[src/rtl/conv_window_feeder_pkg.sv]
// Shared CNN layer control types: window feeder FSM states and related typedefs.
package conv_window_feeder_pkg;

    typedef enum logic [0:0] {
        eFILL = 1'b0,
        eFULL = 1'b1
    } feeder_state_e;

    // Counter operation selected each cycle by the feeder control logic.
    typedef enum logic [1:0] {
        eCNT_HOLD  = 2'd0,
        eCNT_INC   = 2'd1,
        eCNT_DEC   = 2'd2,
        eCNT_CLEAR = 2'd3
    } fill_cnt_op_e;

endpackage

[src/rtl/conv_window_feeder_fill_counter.sv]
// Fill counter for the window feeder: clear, increment, decrement or hold.
module window_fill_counter
    import conv_window_feeder_pkg::*;
#(
    parameter int unsigned MAX_COUNT = 2,
    parameter int unsigned WIDTH     = $clog2(MAX_COUNT + 1)
) (
    input  logic             clk_i,
    input  logic             reset_i,
    input  logic             clear_i,
    input  logic             inc_i,
    input  logic             dec_i,
    output logic [WIDTH-1:0] count_o
);

    logic [WIDTH-1:0] count_q;
    logic [WIDTH-1:0] count_d;
    fill_cnt_op_e     op;

    always_comb begin
        op = eCNT_HOLD;
        if (clear_i) begin
            op = eCNT_CLEAR;
        end else if (inc_i && !dec_i) begin
            op = eCNT_INC;
        end else if (dec_i && !inc_i) begin
            op = eCNT_DEC;
        end
    end

    always_comb begin
        count_d = count_q;
        case (op)
            eCNT_CLEAR: count_d = '0;
            eCNT_INC:   count_d = count_q + WIDTH'(1);
            eCNT_DEC:   count_d = count_q - WIDTH'(1);
            default:    count_d = count_q;
        endcase
    end

    always_ff @(posedge clk_i) begin
        if (reset_i) begin
            count_q <= '0;
        end else begin
            count_q <= count_d;
        end
    end

    assign count_o = count_q;

endmodule

[src/rtl/conv_window_feeder.sv]
// Buffers KERNEL_WIDTH input columns and presents them as a sliding window
// (stride 1) with a valid/ready input side and a valid/yumi output side.
module conv_window_feeder
    import conv_window_feeder_pkg::*;
#(
    parameter int unsigned INPUT_LAYER_HEIGHT = 4,
    parameter int unsigned KERNEL_WIDTH       = 2,
    parameter int unsigned WORD_SIZE          = 16
) (
    input  logic                                                         clk_i,
    input  logic                                                         reset_i,
    input  logic                                                         flush_i,
    input  logic                                                         valid_i,
    output logic                                                         ready_o,
    input  logic [INPUT_LAYER_HEIGHT-1:0][WORD_SIZE-1:0]                 data_i,
    output logic                                                         valid_o,
    input  logic                                                         yumi_i,
    output logic [INPUT_LAYER_HEIGHT-1:0][KERNEL_WIDTH-1:0][WORD_SIZE-1:0] data_o
);

    localparam int unsigned CW = $clog2(KERNEL_WIDTH + 1);

    logic [KERNEL_WIDTH-1:0][INPUT_LAYER_HEIGHT-1:0][WORD_SIZE-1:0] col_q;
    logic [KERNEL_WIDTH-1:0][INPUT_LAYER_HEIGHT-1:0][WORD_SIZE-1:0] col_d;
    feeder_state_e state_q;
    feeder_state_e state_d;
    logic [CW-1:0] count;
    logic          accept;
    logic          cnt_inc;
    logic          cnt_dec;

    assign ready_o = ~flush_i & ((state_q == eFILL) | yumi_i);
    assign valid_o = (state_q == eFULL);
    assign accept  = valid_i & ready_o;

    // In eFULL an accept always coincides with yumi, so the count only holds.
    assign cnt_inc = accept & (state_q == eFILL);
    assign cnt_dec = ~flush_i & (state_q == eFULL) & yumi_i & ~accept;

    window_fill_counter #(
        .MAX_COUNT (KERNEL_WIDTH),
        .WIDTH     (CW)
    ) u_fill_counter (
        .clk_i   (clk_i),
        .reset_i (reset_i),
        .clear_i (flush_i),
        .inc_i   (cnt_inc),
        .dec_i   (cnt_dec),
        .count_o (count)
    );

    always_comb begin
        col_d   = col_q;
        state_d = state_q;
        if (flush_i) begin
            state_d = eFILL;
        end else if (state_q == eFILL) begin
            if (accept) begin
                for (int unsigned k = 0; k < KERNEL_WIDTH; k++) begin
                    if (count == CW'(k)) begin
                        col_d[k] = data_i;
                    end
                end
                if (count == CW'(KERNEL_WIDTH - 1)) begin
                    state_d = eFULL;
                end
            end
        end else if (yumi_i) begin
            for (int unsigned k = 0; k + 1 < KERNEL_WIDTH; k++) begin
                col_d[k] = col_q[k+1];
            end
            if (accept) begin
                col_d[KERNEL_WIDTH-1] = data_i;
            end else begin
                state_d = eFILL;
            end
        end
    end

    always_ff @(posedge clk_i) begin
        if (reset_i) begin
            col_q   <= '0;
            state_q <= eFILL;
        end else begin
            col_q   <= col_d;
            state_q <= state_d;
        end
    end

    always_comb begin
        for (int unsigned h = 0; h < INPUT_LAYER_HEIGHT; h++) begin
            for (int unsigned k = 0; k < KERNEL_WIDTH; k++) begin
                data_o[h][k] = col_q[k][h];
            end
        end
    end

endmodule

[config.mk]
export PLATFORM = sky130hd
export DESIGN_NAME = conv_window_feeder
export DESIGN_NICKNAME = d
export VERILOG_FILES = /design/src/rtl/conv_window_feeder_pkg.sv /design/src/rtl/conv_window_feeder_fill_counter.sv /design/src/rtl/conv_window_feeder.sv
export SDC_FILE = /design/constraint.sdc
export NUM_CORES = 1
export LEC_CHECK = 0
export CAP_MARGIN = 10
export CORE_MARGIN = 2
export CORE_UTILIZATION = 43
export CTS_CLUSTER_SIZE = 10
export DETAILED_ROUTE_END_ITERATION = 6
export PLACE_DENSITY = 0.88
export SETUP_SLACK_MARGIN = 0.3
export SLEW_MARGIN = 20
export SYNTH_ARGS = -nofsm -noshare
export SYNTH_HDL_FRONTEND = slang
export SYNTH_HIERARCHICAL = 1
export SYNTH_SLANG_ARGS = --single-unit
[constraint.sdc]
create_clock -name clk_i -period 2.4 [get_ports clk_i]
set_input_delay 0.36 -clock clk_i [delete_from_list [all_inputs] [get_ports clk_i]]
set_output_delay 0.36 -clock clk_i [all_outputs]
set_load 0.03 [all_outputs]
# Word-level counts from Yosys, hierarchy flattened
# Cells that the tools add are included.
# totals
register_bits,131
input_bits,69
out_inout_bits,130
wordCells,54
# op_classes
addsub,2
n_eq_ne,5
muxes,15
bitwise,10
reduce_logical,12
# op_table
operator,count
2-to-1 mux 128 bit,3
2-to-1 mux 64 bit,3
AND reduction 4 bit,2
AND 1 bit,6
2-to-1 mux 2 bit,3
case mux 2 bit (3 select lines),1
nonzero test 2 bit,3
2-to-1 mux 1 bit,5
"== test 2 x 1 -> 1 bit, second input constant",2
"== test 2 bit, second input constant",2
NOT 1 bit,3
nonzero test 3 bit,1
"adder 2 x 1 -> 2 bit, second input constant",1
logical AND 1 bit,2
zero test 1 bit,2
zero test 2 bit,1
"inequality test 2 bit, second input constant",1
OR reduction 2 bit,1
"subtractor 2 x 1 -> 2 bit, second input constant",1
OR 1 bit,1

# Longest topological paths before layout
# logic_depth
ltp_word,12
depth_mapped,11
ltp_nobuf,9

# By module
# The synthesis kept the hierarchy.
# modules_own_cells
module,n_inst,cells_per_inst,area_each_um2,seq_area_each_um2
conv_window_feeder,1,655,6656.4,2582.5
window_fill_counter,1,17,136.4,40.0

# Least setup slack after synthesis
# OpenSTA, ideal clock, no wires.
# synth_path
kind,register to register
start,register state_q (netlist: valid_o)
end,register u_fill_counter.count_q[1] (netlist: u_fill_counter/count_o[1])
setup_ns,0.074
arrival_ns,2.462
required_time_ns,2.326
path_slack_ns,-0.136
stages_incl_launch_ff,11
synth_period_minus_slack_ns,2.536
cell_sequence,dfxtp_1 -> clkbuf_1 -> nand2_1 -> clkbuf_1 -> buf_1 -> nor3_1 -> inv_1 -> a21oi_1 -> ha_1 -> or4_1 -> a31oi_1
# synth_between
elab_chain_cells,12
elab_cells_between_ends,21
cone_classes,3 x eq/ne; 4 x mux; 9 x bitwise; 5 x reduce/logical
# synth_rtl
element,line_no,source
from (decl),conv_window_feeder.sv:25,feeder_state_e state_q;
from (signal assigned),conv_window_feeder.sv:83,state_q <= eFILL;
from (signal assigned),conv_window_feeder.sv:86,state_q <= state_d;
NOT 1 bit,-,
OR 1 bit,conv_window_feeder.sv:32,assign ready_o = ~flush_i & ((state_q == eFILL) | yumi_i);
AND 1 bit,conv_window_feeder.sv:32,
AND 1 bit,conv_window_feeder.sv:34,assign accept = valid_i & ready_o;
NOT 1 bit,conv_window_feeder.sv:38,assign cnt_dec = ~flush_i & (state_q == eFULL) & yumi_i & ~accept;
AND 1 bit (*),conv_window_feeder.sv:38,
named net cnt_dec,conv_window_feeder.sv:30,logic cnt_dec;
logical AND 1 bit / zero test 1 bit (equally long branches),"conv_window_feeder_fill_counter.sv:26, conv_window_feeder_fill_counter.sv:24",
2-to-1 mux 2 bit / logical AND 1 bit (equally long branches),"conv_window_feeder_fill_counter.sv:26, conv_window_feeder_fill_counter.sv:24",
2-to-1 mux 2 bit (*),conv_window_feeder_fill_counter.sv:24,end else if (inc_i && !dec_i) begin
2-to-1 mux 2 bit (*),conv_window_feeder_fill_counter.sv:22,if (clear_i) begin
== test 2 bit / == test 2 x 1 -> 1 bit (equally long branches),conv_window_feeder_fill_counter.sv:33,case (op)
case mux 2 bit (3 select lines) / nonzero test 3 bit (equally long branches),-,
to (signal assigned),conv_window_feeder_fill_counter.sv:45,count_q <= count_d;
to (decl),conv_window_feeder_fill_counter.sv:16,logic [WIDTH-1:0] count_q;
# The timed path passes the listed nets; every way through them passes the cells marked *.
# A chain may end at the register's enable or synchronous reset.

# Worst setup path in the final report
# layout_path
start,register state_q (netlist: valid_o)
end,register col_q (netlist bit data_o[104])
# layout_between
elab_chain_cells,6
elab_cells_between_ends,9
cone_classes,1 x eq/ne; 1 x mux; 4 x bitwise; 3 x reduce/logical
# layout_rtl
element,line_no,source
NOT 1 bit,-,
OR 1 bit,conv_window_feeder.sv:32,
AND 1 bit,conv_window_feeder.sv:32,
AND 1 bit,conv_window_feeder.sv:34,
nonzero test 2 bit (no line),-,
AND reduction 4 bit (no line),-,
to (signal assigned),conv_window_feeder.sv:85,col_q <= col_d;
to (decl),conv_window_feeder.sv:23,logic [KERNEL_WIDTH-1:0][INPUT_LAYER_HEIGHT-1:0][WORD_SIZE-1:0] col_q;
# Parallel ways exist; a longest one is shown, timed or not.

==> results.json <==
{
  "grt_pass1_vias": 5468,
  "path_max_fanout": 25,
  "syn2layout_area_growth_pct": 40.30,
  "cp_num_buf_inv": 2,
  "end_kind": "flip-flop",
  "rows": 45,
  "drcViolationCount": 0,
  "critPathLaunchType": "flip-flop",
  "antenna_found_initial": 0,
  "synth.distinct_cells": 25,
  "die_area_um2": 16820,
  "finalSetupViolations": 0,
  "layout_setup_ws_ps": 362.2,
  "syn-num-nets": 743,
  "grt_max_degree": 71,
  "max_stage_delay_ps": 750,
  "hp-class": "primary input to flip-flop",
  "netlist_area_um2": 6793,
  "grt_pass1_wl_um": 27620,
  "die_width_um": 129.7,
  "dp_slack_ps": -17.57,
  "powerDensity_nw_per_um2": 637.4,
  "period_share_pct": 84.91,
  "layout.area.seq_um2": 2626,
  "ant_nets": 0,
  "wirelength_um": 17390,
  "tightest_slew_ps": 751.6,
  "numPortBuffers": 198,
  "gp_congestion": 0.7566,
  "core_area_um2": 15310,
  "peakVddDrop_v": 0.0004578,
  "drive_gt1_share_pct": 21.24,
  "slew_headroom_pct": 49.89,
  "path_delay_family": "simple AND/OR/NAND/NOR gates",
  "start_util_pct": 44.35,
  "diodes": 0,
  "vias": 5476,
  "syn_area_per_cell_um2": 10.11,
  "multi_input_area_um2": 3616,
  "required_ps": 2690,
  "path_cells": "buf_4 > or4b_2 > buf_4 > a211oi_1 > a211oi_2",
  "place_area_um2": 8970,
  "insertion_delay_ps": 420,
  "worstPathArrival_ps": 2330,
  "hpwl_um": 11630,
  "clkSlewWorstSetupHoldPaths_ps": 60,
  "skew_ps": 6.833,
  "netlist_instances": 672,
  "hold_viol_final": 0,
  "slowest_stage": "or4b_2",
  "nets": 917,
  "rsz0062_at_grt": "yes",
  "ctsRootBufferMaster": "clkbuf_16",
  "status": "complete, no violations",
  "final_area_um2": 9530,
  "fillers": 1259,
  "setup.worst_path.class": "flip-flop to flip-flop",
  "clk_path_buf_depth": 2,
  "track_usage_pct": 20.67,
  "post_drt_wl_per_cell_um": 16.28,
  "ctsHtreeMaxLevel": 4,
  "p_leak_nw": 3.186,
  "drtIter0Drc": 329,
  "first_pass_iters": 6,
  "finalCriticalPeriod_ps": 2038,
  "die_height_um": 129.7,
  "synth.yosys.seq_area_share_pct": 38.61,
  "pin_count": 199,
  "hold_buffers": 0,
  "viasPerCell": 5.127,
  "cts_buffers": 17,
  "cts_sinks": 131,
  "ys_warn_count": 6,
  "report.final.slew_viol_count": 0,
  "max_freq_mhz": 490.7,
  "synth_seq_cells": 131,
  "crit_top_cell": "buf_4",
  "cts_tree": "built",
  "drv_cap": 0,
  "grt-ovfl-total": 0
}
-- repair_timing --
action	CTS	global route
setup endpoints to repair	3	11
pin swaps	0	0
gates resized for setup	3	0
setup buffers	0	3
-- synth_stat cells (all sizes together) --
cell    instances  area share, %
nor2            2           0.11
nand3b          2           0.22
nor3            2           0.15
mux2i          64            9.4
dfxtp         131             39
or3b            1           0.13
a21o            2           0.22
a211oi        129             19
o21ai           1          0.074
ha              2           0.37
nand2           2           0.11
or4             1           0.11
inv            68            3.8
a31oi           1          0.092
nand2b        129             12
xnor2           1           0.13
mux2           64             11
buf            27            2.8
a21oi           4           0.29
or4b            1           0.15
clkbuf         38            2.1
-- power breakdown --
part / switching (mW) / leakage [nW] / internal, mW
sequential: 0.0816 / 1.07 / 2.31
combinational: 0.680 / 1.85 / 0.594
clock: 0.928 / 0.269 / 1.49
-- cell families (layout without fill, tap and decap cells) --
kind of cell / count (synthesis) / after routing / synth area share, %
xor+xnor: 1 / 1 / 0.1290
mux: 128 / 128 / 20.04
buf+inv: 133 / 318 / 8.639
fa+ha+maj: 2 / 2 / 0.3683
flops: 131 / 131 / 38.61
compound gates: 137 / 137 / 19.36
simple gates: 140 / 140 / 12.86
-- routing by layer --
metal | vias up | track usage, % | wire [um]
li1 | 2674 | - | -
met3 | 21 | 6.028 | 1178
met4 | 0 | 7.590 | 210
met1 | 2622 | 25.49 | 7664
met2 | 159 | 34.31 | 8337
met5 | - | 0 | 0
-- stage by stage --
| step | utilization, % | TNS [ps] | power, mW | hold slack, ps | instances |
|---|---|---|---|---|---|
| 2_1_floorplan | - | 0 | 3.204 | 429.4 | 672 |
| 3_3_place_gp | 58.57 | 0 | 3.684 | 444.1 | 1035 |
| 3_5_place_dp | 58.57 | -17.57 | 3.708 | 449.6 | 1035 |
| 4_1_cts | 62.08 | 0 | 6.125 | 344.5 | 1065 |
| 5_1_grt | 62.23 | 0 | 6.296 | 359.3 | 1068 |
| 6_report | 62.23 | 0 | 6.074 | 351.7 | 1068 |
-- sequential cells by signal, summed over array words and instances, names as in the netlist --
register and count:
u_fill_counter/count_o 2, data_o 128, valid_o 1
-- final timing paths --
path	from	slack [ps]	to	depth (start not counted)
setup reg to reg	valid_o	360	data_o[104]	5
setup / recovery	valid_o	360	data_o[104]	5
hold / removal	reset_i	350	data_o[104]	2
hold reg to reg	data_o[67]	460	data_o[67]	2
-- layout make-up --
class,count,area share [%]
Clock inverter,6,0.5777
Timing Repair Buffer,220,23.42
Clock buffer,24,5.054
Inverter,68,2.678
Sequential cell,131,27.56
Tap cell,211,2.770
Multi-Input combinational cell,408,37.94
-- placed cells by master, fill, tap and decap left out, types with 3 or more instances in the layout --
cell type and count:
nand2b_1 129, clkbuf_1 4, mux2_2 64, dfxtp_1 130, clkinv_2 5, buf_4 14, buf_12 7, inv_1 68
a211oi_2 60, clkdlybuf4s50_1 194, clkbuf_8 3, mux2i_1 64, clkbuf_16 17, a211oi_1 69
No activity file was read; power rests on OpenSTA's default activity.
